$ cat src/rtl/ysyx_22040386_pkg.sv
`default_nettype none
// ============================================================================
// Module  : ysyx_22040386_pkg
// Brief   : Shared encodings for the sequential divider (ops, FSM, width).
// Revision: 1.0 - initial release
// ============================================================================
package ysyx_22040386_pkg;

    localparam int DIV_WIDTH = 32;

    typedef enum logic [1:0] {
        OP_DIV  = 2'b00,
        OP_DIVU = 2'b01,
        OP_REM  = 2'b10,
        OP_REMU = 2'b11
    } div_op_e;

    typedef enum logic [1:0] {
        ST_IDLE = 2'b00,
        ST_CALC = 2'b01,
        ST_DONE = 2'b10
    } div_state_e;

    function automatic logic op_is_signed(input logic [1:0] op);
        return (op == OP_DIV) || (op == OP_REM);
    endfunction

    function automatic logic op_is_rem(input logic [1:0] op);
        return (op == OP_REM) || (op == OP_REMU);
    endfunction

endpackage
`default_nettype wire

$ cat src/rtl/ysyx_22040386_div_seq_if.sv
`default_nettype none
// ============================================================================
// Module  : ysyx_22040386_div_seq_if
// Brief   : Request/response handshake bundle between issue logic and divider.
// Revision: 1.0 - initial release
// ============================================================================
interface ysyx_22040386_div_seq_if #(
    parameter int WIDTH = ysyx_22040386_pkg::DIV_WIDTH
);
    logic             in_valid;
    logic             in_ready;
    logic [1:0]       op;
    logic [WIDTH-1:0] dividend;
    logic [WIDTH-1:0] divisor;
    logic             flush;
    logic             out_valid;
    logic             out_ready;
    logic [WIDTH-1:0] result;
    logic             busy;

    modport master (
        output in_valid, op, dividend, divisor, flush, out_ready,
        input  in_ready, out_valid, result, busy
    );

    modport slave (
        input  in_valid, op, dividend, divisor, flush, out_ready,
        output in_ready, out_valid, result, busy
    );
endinterface
`default_nettype wire

$ cat src/rtl/ysyx_22040386_div_step.sv
`default_nettype none
// ============================================================================
// Module  : ysyx_22040386_div_step
// Brief   : One restoring-division iteration: shift, trial subtract, q bit.
// Revision: 1.0 - initial release
// ============================================================================
module ysyx_22040386_div_step #(
    parameter int WIDTH = 32
) (
    input  wire logic [WIDTH:0]   i_rem,
    input  wire logic             i_dvd_bit,
    input  wire logic [WIDTH-1:0] i_divisor,
    output logic      [WIDTH:0]   o_rem,
    output logic                  o_q_bit
);
    logic [WIDTH:0]   w_shift;
    logic [WIDTH+1:0] w_diff;
    logic             w_unused_msb;

    // The partial remainder is always below the divisor, so its MSB is zero.
    assign w_unused_msb = i_rem[WIDTH];
    assign w_shift      = {i_rem[WIDTH-1:0], i_dvd_bit};
    // Extra guard bit keeps the borrow of the trial subtract.
    assign w_diff       = {1'b0, w_shift} - {2'b00, i_divisor};
    assign o_q_bit      = ~w_diff[WIDTH+1];
    assign o_rem        = o_q_bit ? w_diff[WIDTH:0] : w_shift;
endmodule
`default_nettype wire

$ cat src/rtl/ysyx_22040386_div_seq.sv
`default_nettype none
// ============================================================================
// Module  : ysyx_22040386_div_seq
// Brief   : Multi-cycle restoring divider (div/divu/rem/remu), one bit/cycle.
// Revision: 1.0 - initial release
// ============================================================================
module ysyx_22040386_div_seq
    import ysyx_22040386_pkg::*;
#(
    parameter int WIDTH = DIV_WIDTH
) (
    input  wire logic                   clk,
    input  wire logic                   rst_n,
    ysyx_22040386_div_seq_if.slave      bus
);
    localparam int              CNT_W  = (WIDTH > 1) ? $clog2(WIDTH) : 1;
    localparam logic [CNT_W-1:0] C_LAST = CNT_W'(WIDTH - 1);

    div_state_e       r_state;
    logic [CNT_W-1:0] r_cnt;
    logic [WIDTH:0]   r_rem;
    logic [WIDTH-1:0] r_quot;
    logic [WIDTH-1:0] r_dvs;
    logic [WIDTH-1:0] r_result;
    logic             r_neg_q;
    logic             r_neg_r;
    logic             r_is_rem;
    logic             r_in_rdy;
    logic             r_out_valid;

    logic             w_signed;
    logic             w_a_neg;
    logic             w_b_neg;
    logic [WIDTH-1:0] w_a_abs;
    logic [WIDTH-1:0] w_b_abs;
    logic             w_div_zero;
    logic             w_ovf;
    logic             w_accept;
    logic [WIDTH:0]   w_rem_nxt;
    logic             w_q_bit;
    logic [WIDTH-1:0] w_quot_fin;
    logic [WIDTH-1:0] w_rem_fin;

    assign w_signed   = op_is_signed(bus.op);
    assign w_a_neg    = w_signed & bus.dividend[WIDTH-1];
    assign w_b_neg    = w_signed & bus.divisor[WIDTH-1];
    assign w_a_abs    = w_a_neg ? -bus.dividend : bus.dividend;
    assign w_b_abs    = w_b_neg ? -bus.divisor  : bus.divisor;
    assign w_div_zero = (bus.divisor == '0);
    assign w_ovf      = w_signed && (bus.dividend == {1'b1, {(WIDTH-1){1'b0}}})
                                 && (bus.divisor == '1);
    assign w_accept   = bus.in_valid && bus.in_ready;

    ysyx_22040386_div_step #(.WIDTH(WIDTH)) u_step (
        .i_rem     (r_rem),
        .i_dvd_bit (r_quot[WIDTH-1]),
        .i_divisor (r_dvs),
        .o_rem     (w_rem_nxt),
        .o_q_bit   (w_q_bit)
    );

    assign w_quot_fin = r_neg_q ? -r_quot : r_quot;
    assign w_rem_fin  = r_neg_r ? -r_rem[WIDTH-1:0] : r_rem[WIDTH-1:0];

    // Readiness is a register so it stays low through reset and the first edge after it.
    assign bus.in_ready  = r_in_rdy & ~bus.flush;
    assign bus.busy      = (r_state != ST_IDLE);
    assign bus.out_valid = r_out_valid;
    assign bus.result    = r_result;

    always_ff @(posedge clk or negedge rst_n) begin
        if (!rst_n) begin
            r_state     <= ST_IDLE;
            r_cnt       <= '0;
            r_rem       <= '0;
            r_quot      <= '0;
            r_dvs       <= '0;
            r_result    <= '0;
            r_neg_q     <= 1'b0;
            r_neg_r     <= 1'b0;
            r_is_rem    <= 1'b0;
            r_in_rdy    <= 1'b0;
            r_out_valid <= 1'b0;
        end else if (bus.flush) begin
            r_state     <= ST_IDLE;
            r_cnt       <= '0;
            r_result    <= '0;
            r_out_valid <= 1'b0;
            r_in_rdy    <= 1'b1;
        end else begin
            case (r_state)
                ST_IDLE: begin
                    r_in_rdy <= 1'b1;
                    if (w_accept) begin
                        r_in_rdy <= 1'b0;
                        r_is_rem <= op_is_rem(bus.op);
                        r_cnt    <= '0;
                        if (w_div_zero) begin
                            r_quot  <= '1;
                            r_rem   <= {1'b0, bus.dividend};
                            r_neg_q <= 1'b0;
                            r_neg_r <= 1'b0;
                            r_state <= ST_DONE;
                        end else if (w_ovf) begin
                            r_quot  <= bus.dividend;
                            r_rem   <= '0;
                            r_neg_q <= 1'b0;
                            r_neg_r <= 1'b0;
                            r_state <= ST_DONE;
                        end else begin
                            r_quot  <= w_a_abs;
                            r_rem   <= '0;
                            r_dvs   <= w_b_abs;
                            r_neg_q <= w_a_neg ^ w_b_neg;
                            r_neg_r <= w_a_neg;
                            r_state <= ST_CALC;
                        end
                    end
                end
                ST_CALC: begin
                    // Dividend bits shift out of r_quot as quotient bits shift in.
                    r_rem  <= w_rem_nxt;
                    r_quot <= {r_quot[WIDTH-2:0], w_q_bit};
                    if (r_cnt == C_LAST) begin
                        r_state <= ST_DONE;
                    end else begin
                        r_cnt <= r_cnt + 1'b1;
                    end
                end
                ST_DONE: begin
                    // First DONE cycle applies sign correction and raises out_valid.
                    if (!r_out_valid) begin
                        r_out_valid <= 1'b1;
                        r_result    <= r_is_rem ? w_rem_fin : w_quot_fin;
                    end else if (bus.out_ready) begin
                        r_state     <= ST_IDLE;
                        r_cnt       <= '0;
                        r_out_valid <= 1'b0;
                        r_result    <= '0;
                        r_in_rdy    <= 1'b1;
                    end
                end
                default: begin
                    r_state <= ST_IDLE;
                end
            endcase
        end
    end
endmodule
`default_nettype wire

$ cat src/flat_wrapper.sv
// flat-port wrapper written by rule: the top's interface ports become plain ports
module ysyx_22040386_div_seq_flat import ysyx_22040386_pkg::*;
#(
    parameter int WIDTH = DIV_WIDTH
)
  (clk, rst_n, bus_in_valid, bus_op, bus_dividend, bus_divisor, bus_flush, bus_out_ready, bus_in_ready, bus_out_valid, bus_result, bus_busy);
  ysyx_22040386_div_seq_if #(.WIDTH(WIDTH)) bus_i ();
  input  wire logic clk;
  input  wire logic rst_n;
  input wire logic [$bits(bus_i.in_valid)-1:0] bus_in_valid;
  input wire logic [$bits(bus_i.op)-1:0] bus_op;
  input wire logic [$bits(bus_i.dividend)-1:0] bus_dividend;
  input wire logic [$bits(bus_i.divisor)-1:0] bus_divisor;
  input wire logic [$bits(bus_i.flush)-1:0] bus_flush;
  input wire logic [$bits(bus_i.out_ready)-1:0] bus_out_ready;
  output wire logic [$bits(bus_i.in_ready)-1:0] bus_in_ready;
  output wire logic [$bits(bus_i.out_valid)-1:0] bus_out_valid;
  output wire logic [$bits(bus_i.result)-1:0] bus_result;
  output wire logic [$bits(bus_i.busy)-1:0] bus_busy;
  assign bus_i.in_valid = bus_in_valid;
  assign bus_i.op = bus_op;
  assign bus_i.dividend = bus_dividend;
  assign bus_i.divisor = bus_divisor;
  assign bus_i.flush = bus_flush;
  assign bus_i.out_ready = bus_out_ready;
  assign bus_in_ready = bus_i.in_ready;
  assign bus_out_valid = bus_i.out_valid;
  assign bus_result = bus_i.result;
  assign bus_busy = bus_i.busy;
  ysyx_22040386_div_seq #(.WIDTH(WIDTH)) u_core (.clk(clk), .rst_n(rst_n), .bus(bus_i));
endmodule
$ cat config.mk
export PLATFORM = sky130hd
export DESIGN_NAME = ysyx_22040386_div_seq_flat
export DESIGN_NICKNAME = d
export VERILOG_FILES = /design/src/rtl/ysyx_22040386_pkg.sv /design/src/rtl/ysyx_22040386_div_seq_if.sv /design/src/rtl/ysyx_22040386_div_step.sv /design/src/rtl/ysyx_22040386_div_seq.sv /design/src/flat_wrapper.sv
export SDC_FILE = /design/constraint.sdc
export NUM_CORES = 1
export LEC_CHECK = 0
export CAP_MARGIN = 25
export CORE_UTILIZATION = 34
export DETAILED_ROUTE_END_ITERATION = 8
export PLACE_DENSITY_LB_ADDON = 0.25
export REMOVE_ABC_BUFFERS = 1
export SYNTH_ARGS = -nofsm -noshare
export SYNTH_HDL_FRONTEND = slang
export SYNTH_HIERARCHICAL = 1
export SYNTH_SLANG_ARGS = --single-unit
export TNS_END_PERCENT = 1
$ cat constraint.sdc
create_clock -name clk -period 4 [get_ports clk]
set_input_delay 1.2 -clock clk [delete_from_list [all_inputs] [get_ports clk]]
set_output_delay 1.2 -clock clk [all_outputs]
set_load 0.01 [all_outputs]
==> flow_summary.rst <==
.. list-table::
   :header-rows: 1

   * - Metric
     - Value
   * - Ports
     - 106
   * - Chip Width
     - 183 um
   * - Number of global-route vias before repair
     - 10300
   * - Class of the worst hold path
     - reg2reg
   * - Setup bufs post-CTS
     - 0
   * - Worst Hold Margin
     - 0.485 ns
   * - Setup Viol. Count Final
     - 0
   * - Starting utilization of the core area
     - 0.344
   * - TritonCTS sink count
     - 140
   * - Die area
     - 33600 um2
   * - Clk Latency, worst-skew pair
     - 0.44 ns
   * - Core area
     - 32500 um2
   * - Peak supply drop
     - 0.343 mV
   * - Synthesized area per cell
     - between 8 and 9 um2
   * - Cts bufs inserted
     - 17
   * - Antenna violations before repair
     - 0
   * - Pin count of the biggest net entering global routing
     - 73
   * - Nets
     - 1663
   * - Row count
     - 66
   * - Final GP Congestion
     - around 0.93
   * - Total gr overflow
     - 0
   * - Resized cells post-CTS
     - 0
   * - Number of input and output port buffers inserted
     - 105
   * - Drt first-iter violations
     - approximately 760
   * - Worst-case reg-to-reg path depth
     - 11
   * - HPWL after DPL
     - about 28 mm
   * - Ratio of cells with drive above 1 in the final layout
     - 0.124
   * - DRC viols
     - 0
   * - Via count
     - 10900
   * - 1st-pass router iterations
     - 5
   * - Standby leakage power
     - 5.65 nW
   * - Post-route cell area
     - 13900 um2
   * - RSZ-0062 raised after global routing
     - false
   * - Instance area after placement
     - 13300 um2
   * - Area of the mapped netlist
     - roughly 11000 um2
   * - Syn. warnings
     - 6
   * - Standard cell with the maximum stage delay on the critical path
     - sky130_fd_sc_hd__or4_4
   * - Hold Path Cell Cnt
     - 2
   * - Critical-path cell list
     - clkdlybuf4s50_1 > or4_4 > or4_4 > or4_4 > o21ai_4 > nor3_4 > buf_8 > buf_4 > nor2_1 > a21oi_1
   * - Clock-pin slew on the worst setup and hold paths
     - ~0.070 ns
   * - Status
     - finished, final reports clean
   * - Area Overhead vs Synth
     - 23.9%
   * - Time the final worst path needs with I/O delays and setup
     - 3.80 ns
   * - CP Data Required Time
     - 4.31 ns
   * - Worst Tran Pin Value
     - 0.741 ns
   * - Root buffer cell
     - sky130_fd_sc_hd__clkbuf_16
   * - Placed Cells incl. Taps
     - 1975
   * - Worst slew margin relative to its limit
     - 0.505
   * - Delay of the slowest cell on the worst path
     - just under 0.6 ns
   * - Post-layout total power
     - 11.1 mW
   * - Gate count after technology mapping
     - 1390
   * - Fmax
     - 0.263 GHz
   * - Wire per inst
     - 17.8 um
   * - Final number of max-transition violations
     - 0
   * - Total Routing Usage GR
     - 0.215
   * - Worst Path Arrival
     - a little over 4 ns
   * - Type of element launching the critical path
     - input port
   * - Antenna Cells
     - 0
   * - Vias per cell
     - between 5 and 6
   * - Wire length of the first global-routing pass
     - around 57 mm
   * - Maximum root-to-sink buffer count
     - 2
   * - Layout Skew
     - around 0.011 ns
   * - Final worst-path cycle share
     - 0.949
   * - Max-cap viol count
     - 0
   * - Hold buffers post-CTS
     - 0
   * - Die height
     - 183 um
   * - Power per Cell Area
     - 798 nW/um2
   * - Final cell count without fillers
     - 2007
   * - Maximum level of the CTS H-tree
     - 4
   * - Critical Path Fanout Max
     - 21
   * - Crit-path most repeated cell
     - sky130_fd_sc_hd__or4_4
   * - CTS tree
     - done
   * - Category of the critical setup timing path
     - in2reg
   * - Hold Fails Final Rpt
     - 0
   * - Post-route ant nets
     - 0
   * - Sort of element at the end of the critical path
     - flip-flop
   * - Total wire length
     - 35.7 mm
[cells in the final DEF (no fill, tap or decap), types with 48 or more instances in the layout]
master,instances
sky130_fd_sc_hd__nor2_1,172
sky130_fd_sc_hd__dfrtp_1,140
sky130_fd_sc_hd__nand2_1,129
sky130_fd_sc_hd__buf_4,115
sky130_fd_sc_hd__a21oi_1,114
sky130_fd_sc_hd__clkdlybuf4s50_1,104
sky130_fd_sc_hd__o21ai_0,92
sky130_fd_sc_hd__xor2_1,70
sky130_fd_sc_hd__xnor2_1,60
sky130_fd_sc_hd__inv_1,48
[power by group]
group | internal (mW) | switching, mW
clock network | 0.833 | 0.743
registers | 1.98 | 0.753
logic | 2.81 | 3.94
[per-stage QoR]
step | utilization | setup TNS, ns | setup slack, ns
after floorplan | - | -17.81 | -0.681
after global placement | 0.409 | -6.22 | -0.158
after detailed placement | 0.409 | -8.10 | -0.244
after CTS | 0.427 | 0 | 0.203
after global routing | 0.427 | 0 | 0.143
final | 0.427 | 0 | 0.203
[path summary, 6_finish.rpt]
check                                                          to  slack, ns                        startpoint
worst max-delay path                 u_core/r_dvs[19]$_DFFE_PN0P_       0.20                    bus_divisor[6]
worst min-delay path             u_core/bus.result[0]$_DFFE_PN0P_       0.48  u_core/bus.result[0]$_DFFE_PN0P_
worst max register to register       u_core/r_rem[24]$_DFFE_PN0P_       0.53       u_core/r_rem[5]$_DFFE_PN0P_
worst min register to register   u_core/bus.result[0]$_DFFE_PN0P_       0.48  u_core/bus.result[0]$_DFFE_PN0P_
max in group asynchronous       u_core/bus.result[18]$_DFFE_PN0P_       2.39                             rst_n
min in group asynchronous       u_core/bus.result[29]$_DFFE_PN0P_       0.79                             rst_n
[worst max-delay path, delay by kind of cell]
| kind | cells | cell delay, ns |
|---|---|---|
| simple gates | 5 | 1.87 |
| compound gates | 2 | 0.27 |
| buf+inv | 3 | 0.75 |
[final cells by class]
| class | count | area (um2) |
|---|---|---|
| clock inverters | 15 | 146 |
| multi-input cells | 1121 | 7050 |
| inverters | 48 | 180 |
| fillers | 3292 | 18600 |
| well taps | 442 | 553 |
| repair buffers | 224 | 1990 |
| clock buffers | 17 | 425 |
| flip-flops and latches | 140 | 3500 |
[layer usage]
layer / global-route usage / routed length, um / vias to the layer above
met3: 0.0294 / 1780 / 40
met1: 0.301 / 17000 / 5139
met5: 0 / 0 / -
met4: 0.0590 / 790 / 0
li1: - / - / 5395
met2: 0.347 / 16100 / 298
[sequential cells by signal, summed over array words and instances, names as in the netlist]
register / flops
u_core/r_rem: 32
u_core/r_dvs: 32
u_core/r_quot: 32
u_core/r_state: 2
u_core/bus.result: 32
u_core/r_neg_q: 1
u_core/bus.out_valid: 1
u_core/r_in_rdy: 1
u_core/r_is_rem: 1
u_core/r_neg_r: 1
u_core/r_cnt: 5
(Power assumes the default switching activity.)
